File: src/rtl/des_pkg.sv
// des_pkg -- shared constants for the DES key schedule.
//   PC1      : 56-entry PC-1 table (DES bit numbers, bit 1 = key MSB)
//   PC2      : 48-entry PC-2 table (bit numbers into C||D, bit 1 = C MSB)
//   SHIFTS   : per-round left-shift amounts, index = round - 1
//   ROUNDS   : number of DES rounds
//   state_t  : key-schedule FSM states
//   rotl28 / rotr28 : 28-bit rotate by 1 or 2 of a C or D half
package des_pkg;

  localparam int ROUNDS = 16;

  typedef enum logic [1:0] {S_IDLE, S_RUN, S_DONE} state_t;

  localparam int PC1 [56] = '{
    57, 49, 41, 33, 25, 17,  9,  1, 58, 50, 42, 34, 26, 18,
    10,  2, 59, 51, 43, 35, 27, 19, 11,  3, 60, 52, 44, 36,
    63, 55, 47, 39, 31, 23, 15,  7, 62, 54, 46, 38, 30, 22,
    14,  6, 61, 53, 45, 37, 29, 21, 13,  5, 28, 20, 12,  4};

  localparam int PC2 [48] = '{
    14, 17, 11, 24,  1,  5,  3, 28, 15,  6, 21, 10,
    23, 19, 12,  4, 26,  8, 16,  7, 27, 20, 13,  2,
    41, 52, 31, 37, 47, 55, 30, 40, 51, 45, 33, 48,
    44, 49, 39, 56, 34, 53, 46, 42, 50, 36, 29, 32};

  localparam logic [1:0] SHIFTS [16] = '{
    2'd1, 2'd1, 2'd2, 2'd2, 2'd2, 2'd2, 2'd2, 2'd2,
    2'd1, 2'd2, 2'd2, 2'd2, 2'd2, 2'd2, 2'd2, 2'd1};

  function automatic logic [27:0] rotl28(input logic [27:0] x, input logic [1:0] n);
    return (n == 2'd1) ? {x[26:0], x[27]} : {x[25:0], x[27:26]};
  endfunction

  function automatic logic [27:0] rotr28(input logic [27:0] x, input logic [1:0] n);
    return (n == 2'd1) ? {x[0], x[27:1]} : {x[1:0], x[27:2]};
  endfunction

endpackage

File: src/rtl/des_pc2_perm.sv
// des_pc2_perm -- combinational PC-2 compression permutation.
//   cd     : C||D, 56 bits; DES bit b sits at index 56-b (bit 1 = MSB)
//   subkey : 48-bit round subkey; DES bit b sits at index 48-b
module des_pc2_perm
  import des_pkg::*;
(
  input  logic [55:0] cd,
  output logic [47:0] subkey
);

  for (genvar g = 0; g < 48; g++) begin : g_pc2
    assign subkey[47-g] = cd[56-PC2[g]];
  end

endmodule

File: src/rtl/des_key_schedule.sv
// des_key_schedule -- streams the 16 DES round subkeys of a key.
//   clk, rst (sync, active high)
//   key_in       : 64-bit key, DES bit 1 = key_in[63], parity bits 8,16,..,64
//   start/decrypt: job request (sampled in IDLE), decrypt reverses order
//   subkey_out/subkey_valid/subkey_ready : valid/ready subkey stream
//   round_idx    : DES round - 1 of subkey_out
//   busy, done   : job in progress / one-cycle completion pulse
//   parity_err   : odd-parity violation on the job key
// Optional: define DES_KEY_PARITY_CHK_EN to build the key parity checker;
// otherwise parity_err is tied low.
module des_key_schedule
  import des_pkg::*;
(
  input  logic        clk,
  input  logic        rst,
  input  logic [63:0] key_in,
  input  logic        start,
  input  logic        decrypt,
  output logic [47:0] subkey_out,
  output logic        subkey_valid,
  input  logic        subkey_ready,
  output logic [3:0]  round_idx,
  output logic        busy,
  output logic        done,
  output logic        parity_err
);

  state_t      state, state_nxt;
  logic [55:0] pc1_key, cd;
  logic [3:0]  cnt;
  logic        dec, xfer, last, accept;

  for (genvar g = 0; g < 56; g++) begin : g_pc1
    assign pc1_key[55-g] = key_in[64-PC1[g]];
  end

  assign accept       = (state == S_IDLE) && start;
  assign subkey_valid = (state == S_RUN);
  assign busy         = (state == S_RUN);
  assign done         = (state == S_DONE);
  assign xfer         = subkey_valid && subkey_ready;
  assign last         = (cnt == 4'(ROUNDS-1));
  assign round_idx    = dec ? 4'(ROUNDS-1) - cnt : cnt;

  always_ff @(posedge clk) begin
    if (rst) state <= S_IDLE;
    else     state <= state_nxt;
  end

  always_comb begin
    state_nxt = state;
    case (state)
      S_IDLE:  if (start) state_nxt = S_RUN;
      S_RUN:   if (xfer && last) state_nxt = S_DONE;
      S_DONE:  state_nxt = S_IDLE;
      default: state_nxt = S_IDLE;
    endcase
  end

  // cd always holds the C/D pair whose PC-2 is the subkey on the output.
  // Encrypt preloads the round-1 rotation; decrypt starts from C0D0, which
  // equals C16D16 since the shifts sum to 28, and then walks backwards by
  // undoing the shift of the round currently shown.
  always_ff @(posedge clk) begin
    if (rst) begin
      cd  <= '0;
      cnt <= '0;
      dec <= 1'b0;
    end else if (accept) begin
      dec <= decrypt;
      cnt <= '0;
      cd  <= decrypt ? pc1_key
                     : {rotl28(pc1_key[55:28], 2'd1), rotl28(pc1_key[27:0], 2'd1)};
    end else if (xfer) begin
      cnt <= cnt + 4'd1;
      if (!last) begin
        if (dec) cd <= {rotr28(cd[55:28], SHIFTS[round_idx]),
                        rotr28(cd[27:0],  SHIFTS[round_idx])};
        else     cd <= {rotl28(cd[55:28], SHIFTS[round_idx + 4'd1]),
                        rotl28(cd[27:0],  SHIFTS[round_idx + 4'd1])};
      end
    end
  end

  des_pc2_perm u_pc2 (
    .cd     (cd),
    .subkey (subkey_out)
  );

`ifdef DES_KEY_PARITY_CHK_EN
  logic [7:0] byte_odd;
  for (genvar g = 0; g < 8; g++) begin : g_par
    assign byte_odd[g] = ^key_in[8*g +: 8];
  end

  always_ff @(posedge clk) begin
    if (rst)         parity_err <= 1'b0;
    else if (accept) parity_err <= ~&byte_odd;
  end
`else
  // Parity bits are dropped by PC-1 and not otherwise needed.
  logic unused_par_bits;
  assign unused_par_bits = ^{key_in[56], key_in[48], key_in[40], key_in[32],
                             key_in[24], key_in[16], key_in[8],  key_in[0]};
  assign parity_err = 1'b0;
`endif

endmodule
File: config.mk
export PLATFORM = sky130hd
export DESIGN_NAME = des_key_schedule
export DESIGN_NICKNAME = d
export VERILOG_FILES = /design/src/rtl/des_pkg.sv /design/src/rtl/des_pc2_perm.sv /design/src/rtl/des_key_schedule.sv
export SDC_FILE = /design/constraint.sdc
export NUM_CORES = 1
export LEC_CHECK = 0
export ABC_AREA = 1
export CAP_MARGIN = 40
export CELL_PAD_IN_SITES_DETAIL_PLACEMENT = 2
export CELL_PAD_IN_SITES_GLOBAL_PLACEMENT = 2
export CORE_MARGIN = 1
export CORE_UTILIZATION = 28
export CTS_CLUSTER_SIZE = 12
export DETAILED_ROUTE_END_ITERATION = 7
export GPL_ROUTABILITY_DRIVEN = 0
export PLACE_DENSITY_LB_ADDON = 0.1
export REMOVE_ABC_BUFFERS = 1
export SLEW_MARGIN = 20
export SYNTH_ARGS = -nofsm -noshare
export SYNTH_HDL_FRONTEND = slang
export SYNTH_SLANG_ARGS = --single-unit
File: constraint.sdc
create_clock -name clk -period 3.4 [get_ports clk]
set_input_delay 1.02 -clock clk [delete_from_list [all_inputs] [get_ports clk]]
set_output_delay 1.02 -clock clk [all_outputs]
set_load 0.005 [all_outputs]
**Word-level counts from Yosys, hierarchy flattened**

Memories as Yosys holds them, arrays and structs flattened.
Cells that the tools add are included.
W data, S select, Z words.

- Register bits: 63
- Memories: 2
- Bits of input ports: 69
- Word-level logic and storage cells: 46
- ROM bits: 64
- Output and inout bits: 56

- Reductions and logical operators: 8
- $lt $le $gt $ge: 2
- Bitwise gates (word level): 2
- Equality and inequality tests: 8
- $add $sub $neg: 3
- Mux-type cells: 17

Memories:

| name | words | width | read ports | clocked after memory_dff | write ports | line | text |
|---|---|---|---|---|---|---|---|
| (no name shown) | 16 | 2 | 1 | 0 | 0 | des_key_schedule.sv:80 | `rotl28(cd[27:0], SHIFTS[round_idx + 4'd1])};` |
| (no name shown) | 16 | 2 | 1 | 0 | 0 | des_key_schedule.sv:78 | `rotr28(cd[27:0], SHIFTS[round_idx])};` |

Operator list:

| kind | number |
|---|---|
| $mux W56 | 5 |
| $mux W28 | 4 |
| $mux W2 | 6 |
| $ge A5 B5 Y1 const B | 2 |
| $not A4 Y5 | 2 |
| $add A4 B1 Y4 const B | 2 |
| $eq A2 B1 Y1 const B | 3 |
| $eq A4 B4 Y1 const B | 1 |
| $mux W4 | 1 |
| $ne A2 B1 Y1 const B | 2 |
| $pmux W2 S2 | 1 |
| $reduce_and A2 Y1 | 2 |
| $sub A4 B4 Y4 const A | 1 |
| $logic_and A1 B1 Y1 | 3 |
| $eq A2 B2 Y1 const B | 1 |
| $logic_not A2 Y1 | 1 |
| $ne A2 B2 Y1 const B | 1 |
| $reduce_bool A2 Y1 | 1 |
| $reduce_or A2 Y1 | 1 |

**Longest topological paths before layout**

Gate-level depths: netlist of the first run.

- Depth after elaboration: 13
- Depth in mapped cells: 17
- Depth with buffers taken out: 14

**Cells and area by module**

From an unflattened synthesis of the first run, not the netlist that was laid out.

- Cells, all modules: 1180
- Area total of the unflattened synthesis: 6366.1 um^2

By module, submodules not included:

| module | cells an instance | times used | area each (um^2) | sequential area each (um^2) |
|---|---|---|---|---|
| des_key_schedule | 1132 | 1 | 6005.8 | 1261.2 |
| des_pc2_perm | 48 | 1 | 360.3 | 0.0 |

**Worst setup path before layout of the first run**

Ideal clock, no wire load.

- Path kind: input to register
- From: input port start
- To: register cd[44]
- Cell stages on the path: 7
- Slack: 1.317 ns
- Data arrival time: 1.956 ns
- Required time: 3.273 ns
- Setup time: 0.127 ns
- Path buffers: 2
- Cell sequence: nand2_1 > clkinv_1 > clkbuf_1 > buf_1 > nand3_1 > nand2_1 > a21oi_1

- Word-level cells in the longest chain between the ends: 3
- Elaborated cells on any way between the ends: 5

Ends and longest elaborated chain:

| what | line | text |
|---|---|---|
| start: declaration | des_key_schedule.sv:17 | `input logic start,` |
| $logic_and A1 B1 Y1 * | des_key_schedule.sv:37 | `assign accept = (state == S_IDLE) && start;` |
| $ne A2 B1 Y1 (no line) or $reduce_bool A2 Y1 (tied branches) | -- |  |
| $reduce_and A2 Y1 (no line) | -- |  |
| end signal: assignment | des_key_schedule.sv:72 | `cd <= decrypt ? pc1_key` |
| end signal: assignment | des_key_schedule.sv:77 | `if (dec) cd <= {rotr28(cd[55:28], SHIFTS[round_idx]),` |
| end signal: assignment | des_key_schedule.sv:79 | `else cd <= {rotl28(cd[55:28], SHIFTS[round_idx + 4'd1]),` |
| end: declaration | des_key_schedule.sv:29 | `logic [55:0] pc1_key, cd;` |

Mark *: on every way between the ends. The rest lies on a longest branch, timed or not.
A chain may end at the register's enable or synchronous reset.

**Final worst setup path of the first run**

- From: register dec
- To: output port round_idx[3]

- Word-level cells in the longest chain between the ends: 1

Ends and longest elaborated chain:

| what | line | text |
|---|---|---|
| start: declaration | des_key_schedule.sv:31 | `logic dec, xfer, last, accept;` |
| start signal: assignment | des_key_schedule.sv:70 | `dec <= decrypt;` |
| $mux W4 | des_key_schedule.sv:43 | `assign round_idx = dec ? 4'(ROUNDS-1) - cnt : cnt;` |
| end: declaration | des_key_schedule.sv:22 | `output logic [3:0] round_idx,` |

Every way passes these cells.

==> results of run 1 <==
-- cells in the final DEF (no fill, tap or decap), drive strengths merged --
cell type / instances
nand2: 362
bufinv: 2
nor2: 119
dfxtp: 63
clkdlybuf4s50: 114
nand3: 229
nor3: 1
nand4: 2
xor2: 1
clkinv: 2
a21oi: 118
clkinvlp: 2
and3: 1
clkbuf: 11
xnor2: 1
nor4: 1
conb: 1
inv: 68
buf: 21
ha: 2
o21ai: 63
-- power by group --
| group | switching (mW) | internal, mW | leakage, nW | total, mW |
|---|---|---|---|---|
| combinational | 0.921 | 0.642 | 2.78 | 1.56 |
| clock | 0.405 | 0.682 | 0.158 | 1.09 |
| sequential | 0.0957 | 0.828 | 0.523 | 0.924 |
-- synthesized netlist by cell type --
| library cell | instances | area share (%) |
|---|---|---|
| o21ai_2 | 1 | 0.14 |
| nor2_1 | 118 | 7.0 |
| inv_4 | 1 | 0.098 |
| ha_1 | 2 | 0.39 |
| inv_1 | 67 | 4.0 |
| buf_6 | 11 | 1.9 |
| nand2_1 | 357 | 21 |
| xnor2_1 | 1 | 0.14 |
| nand3_1 | 228 | 18 |
| a21oi_2 | 1 | 0.14 |
| nand4_2 | 1 | 0.20 |
| clkbuf_1 | 55 | 3.2 |
| nand3_2 | 1 | 0.16 |
| buf_4 | 52 | 6.1 |
| a21oi_1 | 117 | 9.2 |
| xor2_2 | 1 | 0.26 |
| nor4_1 | 1 | 0.098 |
| nand2_2 | 5 | 0.49 |
| buf_1 | 2 | 0.12 |
| and3_1 | 1 | 0.098 |
| buf_2 | 27 | 2.1 |
| o21ai_0 | 62 | 4.9 |
| nand4_1 | 1 | 0.098 |
| clkinv_1 | 1 | 0.059 |
| conb_1 | 1 | 0.059 |
| dfxtp_1 | 63 | 20 |
| nor3_1 | 1 | 0.079 |
| nor2_4 | 1 | 0.18 |
-- how the worst max path moves through the flow --
stage | start | end | slack (ns)
finish | dec | round_idx[3] | 0.71
global route | cnt[0] | cd[8] | 0.59
CTS | dec | round_idx[3] | 0.67
detailed placement | start | cd[34] | 0.68
global placement | start | cd[13] | 0.68
floorplan | dec | cd[0] | -1.66
-- stage by stage --
stage / util, % / area (sq um)
final: 34.6 / 7630
after global routing: 34.6 / 7630
after CTS: 34.6 / 7630
after detailed placement: 33.1 / 7300
after global placement: 33.0 / 7270
after floorplan: - / 5500
-- cell type report --
cell class	instances	share of cell area, %
clock inverters	5	1.05
repair buffers	135	18.6
flip-flops and latches	63	16.5
well taps	280	4.59
inverters	69	3.44
clock buffers	11	3.31
multi-input cells	901	52.5
-- critical path: stages (launching register included) --
cell             delay [ns]
dfxtp_2                0.48
xor2_2                 0.29
clkdlybuf4s50_1        0.56
-- cell families after synthesis --
| logic type | synth area share [%] |
|---|---|
| xor gates and xnor gates | 0.393 |
| DFF | 19.8 |
| AOI/OAI and AO/OA | 14.3 |
| other | 0.0589 |
| adders and majority gates | 0.393 |
| and+or+nand+nor | 47.3 |
| buffers and inverters | 17.7 |
-- sequential cells by signal, indices dropped and copies added (netlist names) --
register  count
dec           1
cd           56
cnt           4
state         2
-- routing by layer --
layer,vias up,GRT usage [%],part of all wire [%]
met1,3729,27.4,48
met3,17,2.42,2.3
met4,0,4.76,0.90
li1,3761,-,-
met2,99,38.2,49
met5,-,0,0
==> reports/qor.csv, run 1 <==
metric,value,unit
status,"complete, but fails checks",
failing checks,design-rule violations,
Setup WS post-layout,0.706,ns
Total GRT Usage,21.4,%
Clock Tree Buf Depth,2,
"Worst Path Class, Setup",flop to primary output,
Iter 0 DRT Violations,260,
reg2reg end,cd[15],
Worst-Margin Slew,0.698,ns
share of cells above drive strength 1,4.56,%
H-tree depth,3,
Nets,1250,
hold path cells,1,
Synth Cell Area,0.00637,sq mm
relative slew slack,53.4,%
port buffer count,115,
CORE AREA,0.0220,sq mm
Multi-input gate area,0.00401,sq mm
drt drc,7,
TNS Setup,0,ns
FF+latch area,0.00126,sq mm
Root Driver,clkbuf_16,
Setup WS pre-CTS,0.680,ns
clk slew on worst S/H paths,0.06,ns
final period utilization,79.2,%
Post CTS Setup Buffer Count,0,
worst r2r src,cnt[0],
Via density,5.20,
"Power, Total",3.57,mW
Die Height,153,um
Syn. warnings,0,
vias in the first global route,8032,
hold_ws,0.555,ns
first-pass GRT wire length,41.2,mm
Netlist cell types,28,
largest net degree at the start of global routing,113,
max-cap violation count,0,
Post-Route WL,24.5,mm
final setup fails,0,
Yosys reg bits,63,
initial antenna violation count,0,
total number of vias,7606,
worst-skew pair later-pin latency,0.35,ns
P&R area growth vs syn,19.9,%
number of antenna repair diodes,0,
RSZ-0062 raised after global routing,false,
sequential share of the synthesized area,19.8,%
pwr dens,468,mW/mm^2
Hold WC Path Type,flop to flop,
Finished Layout Cells,1464,
CP max FO,10,
CTS tree,done,
Leak,3.46,nW
I/O pin total,125,
number of hold violations in the final report,0,
starting density of the core,28.9,%
max-slew violations,0,
Cell Rows,54,
Period minus WS final,2.69,ns
startpoint types,flop,
Fill cells,2806,
Reg2Reg Depth,12,
Num CTS Buffers,9,
Setup Skew,0.00835,ns
cell count after synthesis,1180,
CTS Hold Buffers Added,0,
Cells after DPL,1448,
DIE WIDTH,153,um
HPWL after DPL,15.8,mm
crit end category,primary output,
Min-Delay Endpoint,cnt[3],
Wirelength per Cell,16.7,um
r2r setup slk,0.86,ns
Syn Area/Cell,5.40,sq um
fmax,0.371,GHz
die area,0.0233,sq mm
CTS sink count,63,
Critical Path RT,2.38,ns
hold_sp,cnt[3],
grt total ovfl,0,
VDD IR max,214,uV
first drt pass iteration count,6,
WP data arrival,1.67,ns
Antenna Nets Post-Route,0,
post-CTS sizing,0,
Power figures use the tool's default switching activity.
==> run 2: changes to the inputs <==
Settings changed: CORE_UTILIZATION 28 to 26.
Clock period 3.4 ns to 2.6 ns, I/O delays scaled along.
==> reports/qor.csv, run 2 (synthesized netlist as in run 1, its figures left out) <==
metric,value,unit,change
clk slew on worst S/H paths,0.06,ns,about the same
pwr dens,590,mW/mm^2,+26%
Clock Tree Buf Depth,2,,unchanged
Critical Path RT,1.82,ns,-0.56 ns
initial antenna violation count,1,,+1
Leak,3.47,nW,+0.36%
WP data arrival,1.66,ns,about the same
Die Height,158,um,+3.7%
max-slew violations,0,,unchanged
Setup WS post-layout,0.160,ns,-0.546 ns
max-cap violation count,0,,unchanged
met2 Track Usage GR,35.4,%,-2.9 points
largest net degree at the start of global routing,84,,-26%
Top reg by flops,cd,,
CTS tree,done,,
reg2reg end,cd[47],,
Worst Setup EP,round_idx[3],,
Fill cells,3059,,+9.0%
Root Driver,clkbuf_16,,
max reg flops,56,,unchanged
most frequent cells in the layout,"nand2_1, nand3_1, nor2_1",,
first-pass GRT wire length,40.9,mm,-0.69%
Num CTS Buffers,9,,unchanged
status,finished clean,,
final core utilization,32.5,%,-2.2 points
CP max FO,9,,-1
DIE WIDTH,158,um,+3.7%
CTS Hold Buffers Added,0,,unchanged
Cells after DPL,1492,,+3.0%
port buffer count,115,,unchanged
startpoint types,flop,,
Via density,5.03,,-3.1%
H-tree depth,3,,unchanged
worst-skew pair later-pin latency,0.35,ns,about the same
worst r2r src,cnt[0],,
Nets,1255,,+0.40%
drt drc,0,,-7
CTS sink count,63,,unchanged
Total GRT Usage,20.4,%,-1.0 points
Antenna Nets Post-Route,0,,unchanged
HPWL after DPL,16.0,mm,+1.5%
Period minus WS final,2.44,ns,
r2r setup slk,0.36,ns,-0.50 ns
met1 Use GR,26.8,%,-0.61 points
first drt pass iteration count,4,,-2
Setup Skew,0.00793,ns,-0.000421 ns
P&R area growth vs syn,21.2,%,
final period utilization,93.9,%,
DP Area,0.00741,sq mm,+1.6%
Top Usage Layer GRT,met2,,
grt total ovfl,0,,unchanged
TNS Setup,0,ns,unchanged
Multi-input gate area,0.00401,sq mm,unchanged
total number of vias,7593,,-0.17%
fin area,0.00772,sq mm,+1.1%
Wirelength per Cell,16.3,um,-2.8%
Worst-Margin Slew,0.736,ns,+0.0370 ns
Post-Route WL,24.6,mm,+0.20%
post-CTS sizing,0,,unchanged
"Power, Total",4.56,mW,+27%
fmax,0.410,GHz,
number of hold violations in the final report,0,,unchanged
"commonest non-fill, non-tap cell in the layout",nand2_1,,
Iter 0 DRT Violations,379,,+46%
Cell Rows,56,,+3.7%
VDD IR max,276,uV,+29%
I/O pin total,125,,unchanged
FF+latch area,0.00126,sq mm,unchanged
share of cells above drive strength 1,4.88,%,+0.32 points
RSZ-0062 raised after global routing,false,,
Post CTS Setup Buffer Count,0,,unchanged
relative slew slack,51.0,%,-2.5 points
final setup fails,0,,unchanged
die area,0.0251,sq mm,+7.6%
Hold WC Path Type,flop to flop,,
Reg2Reg Depth,14,,+2
crit end category,primary output,,
largest registers,"cd: 56 flops, cnt: 4 flops, state: 2 flops",,
CORE AREA,0.0238,sq mm,+7.8%
met3 Use GR,2.48,%,+0.059 points
Finished Layout Cells,1509,,+3.1%
hold_ws,0.554,ns,-0.000454 ns
starting density of the core,26.8,%,-2.1 points
"Worst Path Class, Setup",flop to primary output,,
Worst setup startpoint,dec,,
Setup WS pre-CTS,0.260,ns,-0.420 ns
vias in the first global route,7979,,-0.66%
run 2: metal layers:
| layer | vias up | part of all wire (%) |
|---|---|---|
| met4 | 0 | 1.1 |
| met5 | - | 0 |
| li1 | 3775 | - |
| met2 | 90 | 48 |
| met1 | 3710 | 49 |
| met3 | 18 | 2.3 |
run 2: worst min-delay path by stage:
stage	to	cells past startpoint	from
2_1_floorplan	cnt[3]	1	cnt[3]
3_3_place_gp	cnt[3]	1	cnt[3]
3_5_place_dp	cnt[3]	1	cnt[3]
4_1_cts	state[1]	2	cnt[2]
5_1_grt	state[1]	2	cnt[2]
6_report	state[1]	2	cnt[2]
run 2: critical path: stages, from the launching register on:
cell and delay [ns]:
dfxtp_2 0.46, xor2_2 0.29, clkdlybuf4s50_1 0.56
run 2: area by class of cell:
| cell class | count | share of cell area [%] |
|---|---|---|
| multi-input cells | 901 | 51.9 |
| repair buffers | 140 | 19.2 |
| flip-flops and latches | 63 | 16.4 |
| well taps | 319 | 5.17 |
| inverters | 69 | 3.40 |
| clock buffers | 11 | 3.15 |
| clock inverters | 5 | 0.746 |
| diodes | 1 | 0.0324 |
run 2: where the power goes:
part | switching (mW) | internal (mW)
combinational | 1.21 | 0.855
clock | 0.515 | 0.768
sequential | 0.126 | 1.08
total | 1.85 | 2.71
==> variant 1: new RTL, settings of run 2 <==
Re-encode `state_t` (3 states) as one-hot, 3 bits wide.
--- a/src/rtl/des_pkg.sv
+++ b/src/rtl/des_pkg.sv
@@ -10,5 +10,5 @@
   localparam int ROUNDS = 16;
 
-  typedef enum logic [1:0] {S_IDLE, S_RUN, S_DONE} state_t;
+  typedef enum logic [2:0] {S_IDLE = 3'b001, S_RUN = 3'b010, S_DONE = 3'b100} state_t;
 
   localparam int PC1 [56] = '{
Function: no difference found for any inputs over 4 cycles, from zero or initial values and one cycle with rst high; so few cycles prove little.
==> variant 1 against run 2 <==
- design area rose by 1.2%
- highest routed layer unchanged
- setup slack worse by 0.0074 ns
- routed wire length up 1.1%
- critical path depth is the same
- clock power rose by 3%
- clock skew grew 0.0031 ns
- worst hold slack worse by 0.067 ns
- largest cell class unchanged
- non-clock buffer count rose by 2
- critical endpoint unchanged
- power is 2.5% higher
- sequential cell count grew 1
- synthesized area rose by 0.12%
- global-route usage up 0.19 points
==> variant 1: results (changes against run 2) <==
[synthesis]
netlist-cell-type-count = 30  ; +7.1%
netlist_top_cells_count = sky130_fd_sc_hd__nand2_1 (413), sky130_fd_sc_hd__nand3_1 (176), sky130_fd_sc_hd__a21oi_1 (118)
postSynth.asyncResetShare_pct = 0  ; unchanged
synth.area.top_cells = sky130_fd_sc_hd__nand2_1 (24%), sky130_fd_sc_hd__dfxtp_1 (20%), sky130_fd_sc_hd__nand3_1 (14%), sky130_fd_sc_hd__a21oi_1 (9.3%), sky130_fd_sc_hd__nor2_1 (6.7%)
syn_area_per_cell_um2 = 5.39  ; about the same
synthesis.yosys.warnings = 0  ; unchanged
yosysSeqAreaShare_pct = 20.1  ; +0.29 points

[grt]
grt_use_met1_pct = 26.4  ; -0.33 points
use_met2_pct = 36.4  ; +1.0 points
via_count_of_the_first_global_routing_pass = 8034  ; +0.69%
grt_pass1_wl_mm = 41.2  ; +0.81%
grt_start_max_net_pins = 86  ; +2.4%
globalRouteTotalUtil_pct = 20.6  ; +0.19 points
groute.layer.met3.usage_pct = 2.15  ; -0.33 points
grt_antenna_before_repair = 0  ; -1

[final_layout]
antenna-diode-count = 0  ; -1
reg_top3 = cd: 56 flops, cnt: 4 flops, state: 3 flops
post_route_cells_drive_above_1_share_pct = 5.03  ; +0.15 points
largest_register_ff_count = 56  ; unchanged
final_nets = 1260  ; +0.40%

[placed_design]
dp.cells = 1497  ; +0.34%
post_dp_cell_area_um2 = 7510  ; +1.2%
detailedPlacementHpwl_mm = 16.4  ; +2.4%
pre_cts_slack_ns = 0.0480  ; -0.212 ns

[worst_hold_path]
hp-class = register to register

[timing]
timing.max_slew.rel_slack_pct = 52.3  ; +1.3 points
hold_slack_ns = 0.487  ; -0.0669 ns
max_freq_mhz = 409  ; -0.30%
worst_clock_skew_ns = 0.0110  ; +0.00306 ns

[clocking]
worstSkewPairLatency_ns = 0.35  ; about the same
worst_setup_hold_path_clk_slew_ns = 0.06  ; about the same

[setup_path]
cpMaxStageDelayCell = sky130_fd_sc_hd__clkdlybuf4s50_1
rrSetupSlack_ns = 0.25  ; -0.11 ns
critical_path_peak_fanout = 5  ; -4
critPathArrivalTime_ns = 1.67

[pwr]
leakage_nw = 3.32  ; -4.3%
switching_share_pct = 40.0  ; -0.65 points
peakVddDrop_mv = 0.245  ; -11%

[drt]
drt_iter0_drc = 255  ; -33%
met2WireLength_mm = 11.9  ; +1.7%
routed_metal_1_wirelength_mm = 11.9  ; -1.5%
avgRoutedWirePerCell_um = 16.4  ; +0.87%
vias_per_cell = 5.07  ; +0.76%
finalWirelength_mm = 24.8  ; +1.1%
wl_met3_um = 777  ; +38%

[outcome]
outcome = finished, final reports clean

## variant 1: area by class of cell
class,instances,area (µm²)
multi-input combinational,902,4010
tap,319,399
clock buffer,11,233
timing repair buffer,142,1540
inverter,70,267
fill,2995,15900
sequential,64,1280
clock inverter,4,70.1
## variant 1: final timing paths
check / to / start / cells after the start
max reg2reg: cd[11]$_SDFFE_PP0P_ / dec$_SDFFE_PP0P_ / 12
min reg2reg: cd[21]$_SDFFE_PP0P_ / cd[21]$_SDFFE_PP0P_ / 2
max: round_idx[3] / cnt[3]$_SDFFE_PP0P_ / 2
min: cd[21]$_SDFFE_PP0P_ / cd[21]$_SDFFE_PP0P_ / 2
## variant 1: timing repair
action / 4_1_cts / 5_1_grt
buffers inserted: 0 / 0
gates resized for setup: 0 / 1
setup endpoints to repair: 0 / 8
## variant 1: cells by family (layout without fill, tap and decap cells)
logic type | after synthesis | after routing | synth area share, %
AOI/OAI and AO/OA | 183 | 183 | 15.6
xor gates and xnor gates | 2 | 2 | 0.393
adders and majority gates | 2 | 2 | 0.393
buffers and inverters | 216 | 227 | 17.3
DFF | 64 | 64 | 20.1
other | 1 | 1 | 0.0588
and+or+nand+nor | 714 | 714 | 46.1
## variant 1: power groups by stage
stage / clock network [mW] / logic, mW / registers (mW)
global placement: 0 / 2.12 / 1.22
floorplan: 0 / 1.31 / 1.22
CTS: 1.37 / 2.19 / 1.21
detailed placement: 0 / 2.17 / 1.23
global route: 1.41 / 2.44 / 1.22
finish: 1.32 / 2.14 / 1.21
## variant 1: worst min-delay path, delay by kind of cell, from the launching register on
| family | cells | cell delay [ns] |
|---|---|---|
| flops | 1 | 0.32 |
| compound gates | 1 | 0.05 |
| simple gates | 1 | 0.07 |
==> variant 2: new RTL, config.mk and constraints of run 2 <==
Made on the original files. Add a define of `DES_KEY_PARITY_CHK_EN`.
--- a/src/rtl/des_key_schedule.sv
+++ b/src/rtl/des_key_schedule.sv
@@ -9,4 +9,6 @@
 // Optional: define DES_KEY_PARITY_CHK_EN to build the key parity checker;
 // otherwise parity_err is tied low.
+`define DES_KEY_PARITY_CHK_EN
+
 module des_key_schedule
   import des_pkg::*;
Formal check against the unedited RTL: not equivalent (a bounded check fails within 4 cycles, from zero or initial values and one cycle with rst high).
==> variant 2 against run 2 <==
- highest routed layer unchanged
- synthesized area up 8.5%
- worst hold slack worse by 0.086 ns
- power up 15%
- critical path depth up 3
- maximum frequency up 1.5%
- clock power up 10%
- die area up 8.4%
- setup slack better by 0.035 ns
- sequential cell count up 1
- register-to-register slack worse by 0.07 ns
- largest power group unchanged
- combinational power up 27%
- routed wire length up 25%
- sequential power about the same
- design area up 10%
==> variant 2: results (changes against run 2) <==
[outcome]
outcome = finished, final reports clean

[placed_design]
post_dp_cell_area_um2 = 8150  ; +9.9%
io_buffers = 124  ; +7.8%
detailedPlacementHpwl_mm = 20.7  ; +29%

[final_layout]
antenna-diode-count = 0  ; -1
final_nets = 1355  ; +8.0%
post_route_cells_drive_above_1_share_pct = 5.66  ; +0.79 points
fill_cell_total_of_the_finished_layout = 3340  ; +9.2%

[drt]
avgRoutedWirePerCell_um = 18.8  ; +16%
drt_iter0_drc = 409  ; +7.9%
finalWirelength_mm = 30.6  ; +25%
vias_per_cell = 5.00  ; -0.72%
detailedRoute.firstPassIterationCount = 4  ; unchanged

[pwr]
switching_share_pct = 42.4  ; +1.8 points
leakage_nw = 4.05  ; +17%
peakVddDrop_mv = 0.344  ; +24%

[timing]
worst-slew-pin-transition_ns = 0.799  ; +0.0635 ns
worst_clock_skew_ns = 0.00692  ; -0.00101 ns

[grt]
grt_antenna_before_repair = 0  ; -1
use_met2_pct = 40.4  ; +5.0 points
via_count_of_the_first_global_routing_pass = 8574  ; +7.5%
groute.layer.met3.usage_pct = 2.49  ; +0.0093 points
grt_pass1_wl_mm = 47.9  ; +17%
grt_use_met1_pct = 29.2  ; +2.4 points
globalRouteTotalUtil_pct = 22.8  ; +2.4 points

[synthesis]
yosysSeqAreaShare_pct = 18.5  ; -1.3 points
netlist_top_cells_count = sky130_fd_sc_hd__nand2_1 (482), sky130_fd_sc_hd__nand3_1 (228), sky130_fd_sc_hd__inv_1 (132)
syn_inst = 1254  ; +6.3%
synth.area.top_cells = sky130_fd_sc_hd__nand2_1 (26%), sky130_fd_sc_hd__dfxtp_1 (19%), sky130_fd_sc_hd__nand3_1 (17%), sky130_fd_sc_hd__inv_1 (7.2%), sky130_fd_sc_hd__xnor2_1 (5.7%)
postSynth.asyncResetShare_pct = 0  ; unchanged

[setup_path]
critPathArrivalTime_ns = 1.63  ; -0.03 ns
critical_path_peak_fanout = 7  ; -2

[clocking]
cts_buffer_depth = 2  ; unchanged

[variant 2: final timing paths]
check	slack [ns]	startpoint	to	cells past startpoint
worst max-delay path	0.19	dec$_SDFFE_PP0P_	round_idx[2]	5
worst min-delay path	0.47	cd[13]$_SDFFE_PP0P_	cd[13]$_SDFFE_PP0P_	2
worst max register to register	0.29	dec$_SDFFE_PP0P_	cd[30]$_SDFFE_PP0P_	14
worst min register to register	0.47	cd[13]$_SDFFE_PP0P_	cd[13]$_SDFFE_PP0P_	2
[variant 2: area by class of cell]
| cell class | instances | area (µm²) | share of cell area [%] |
|---|---|---|---|
| Sequential cell | 64 | 1280 | 15.1 |
| Timing Repair Buffer | 159 | 1660 | 19.6 |
| Tap cell | 335 | 419 | 4.93 |
| Multi-Input combinational cell | 914 | 4300 | 50.6 |
| Clock inverter | 6 | 82.6 | 0.972 |
| Inverter | 136 | 513 | 6.04 |
| Clock buffer | 10 | 239 | 2.81 |
[variant 2: per-stage QoR]
stage               setup WS [ns]  TNS [ns]  hold WS (ns)
floorplan                   -4.50   -260.11         0.439
global placement           0.0142         0         0.451
detailed placement        0.00555         0         0.462
CTS                         0.175         0         0.471
global route               0.0487         0         0.495
finish                      0.195         0         0.468
[variant 2: cell families after synthesis]
family	count (synthesis)	synth area share (%)
XOR/XNOR	53	6.99
adder cells (fa/ha/maj)	2	0.362
AO/OA/AOI/OAI	120	9.76
AND/OR/NAND/NOR	739	44.8
flip-flops	64	18.5
buffers and inverters	276	19.6
[variant 2: power by group through the flow]
| stage | combinational, mW | clock [mW] | sequential (mW) |
|---|---|---|---|
| final | 2.61 | 1.41 | 1.21 |
| after detailed placement | 2.60 | 0 | 1.24 |
| after floorplan | 1.51 | 0 | 1.22 |
| after CTS | 2.62 | 1.45 | 1.22 |
| after global placement | 2.55 | 0 | 1.24 |
| after global routing | 2.94 | 1.47 | 1.23 |
[variant 2: worst max-delay path, cell delays in order, from the launching register on]
cell	delay, ns
sky130_fd_sc_hd__dfxtp_2	0.47
sky130_fd_sc_hd__inv_4	0.08
sky130_fd_sc_hd__nand2_1	0.08
sky130_fd_sc_hd__nand2_2	0.08
sky130_fd_sc_hd__inv_2	0.07
sky130_fd_sc_hd__clkdlybuf4s50_1	0.49
[variant 2: per-layer routing]
layer	vias to the layer above	share of wire, %
li1	3971	-
met1	3996	48
met2	127	48
met3	19	2.7
met4	0	1.1
met5	-	0
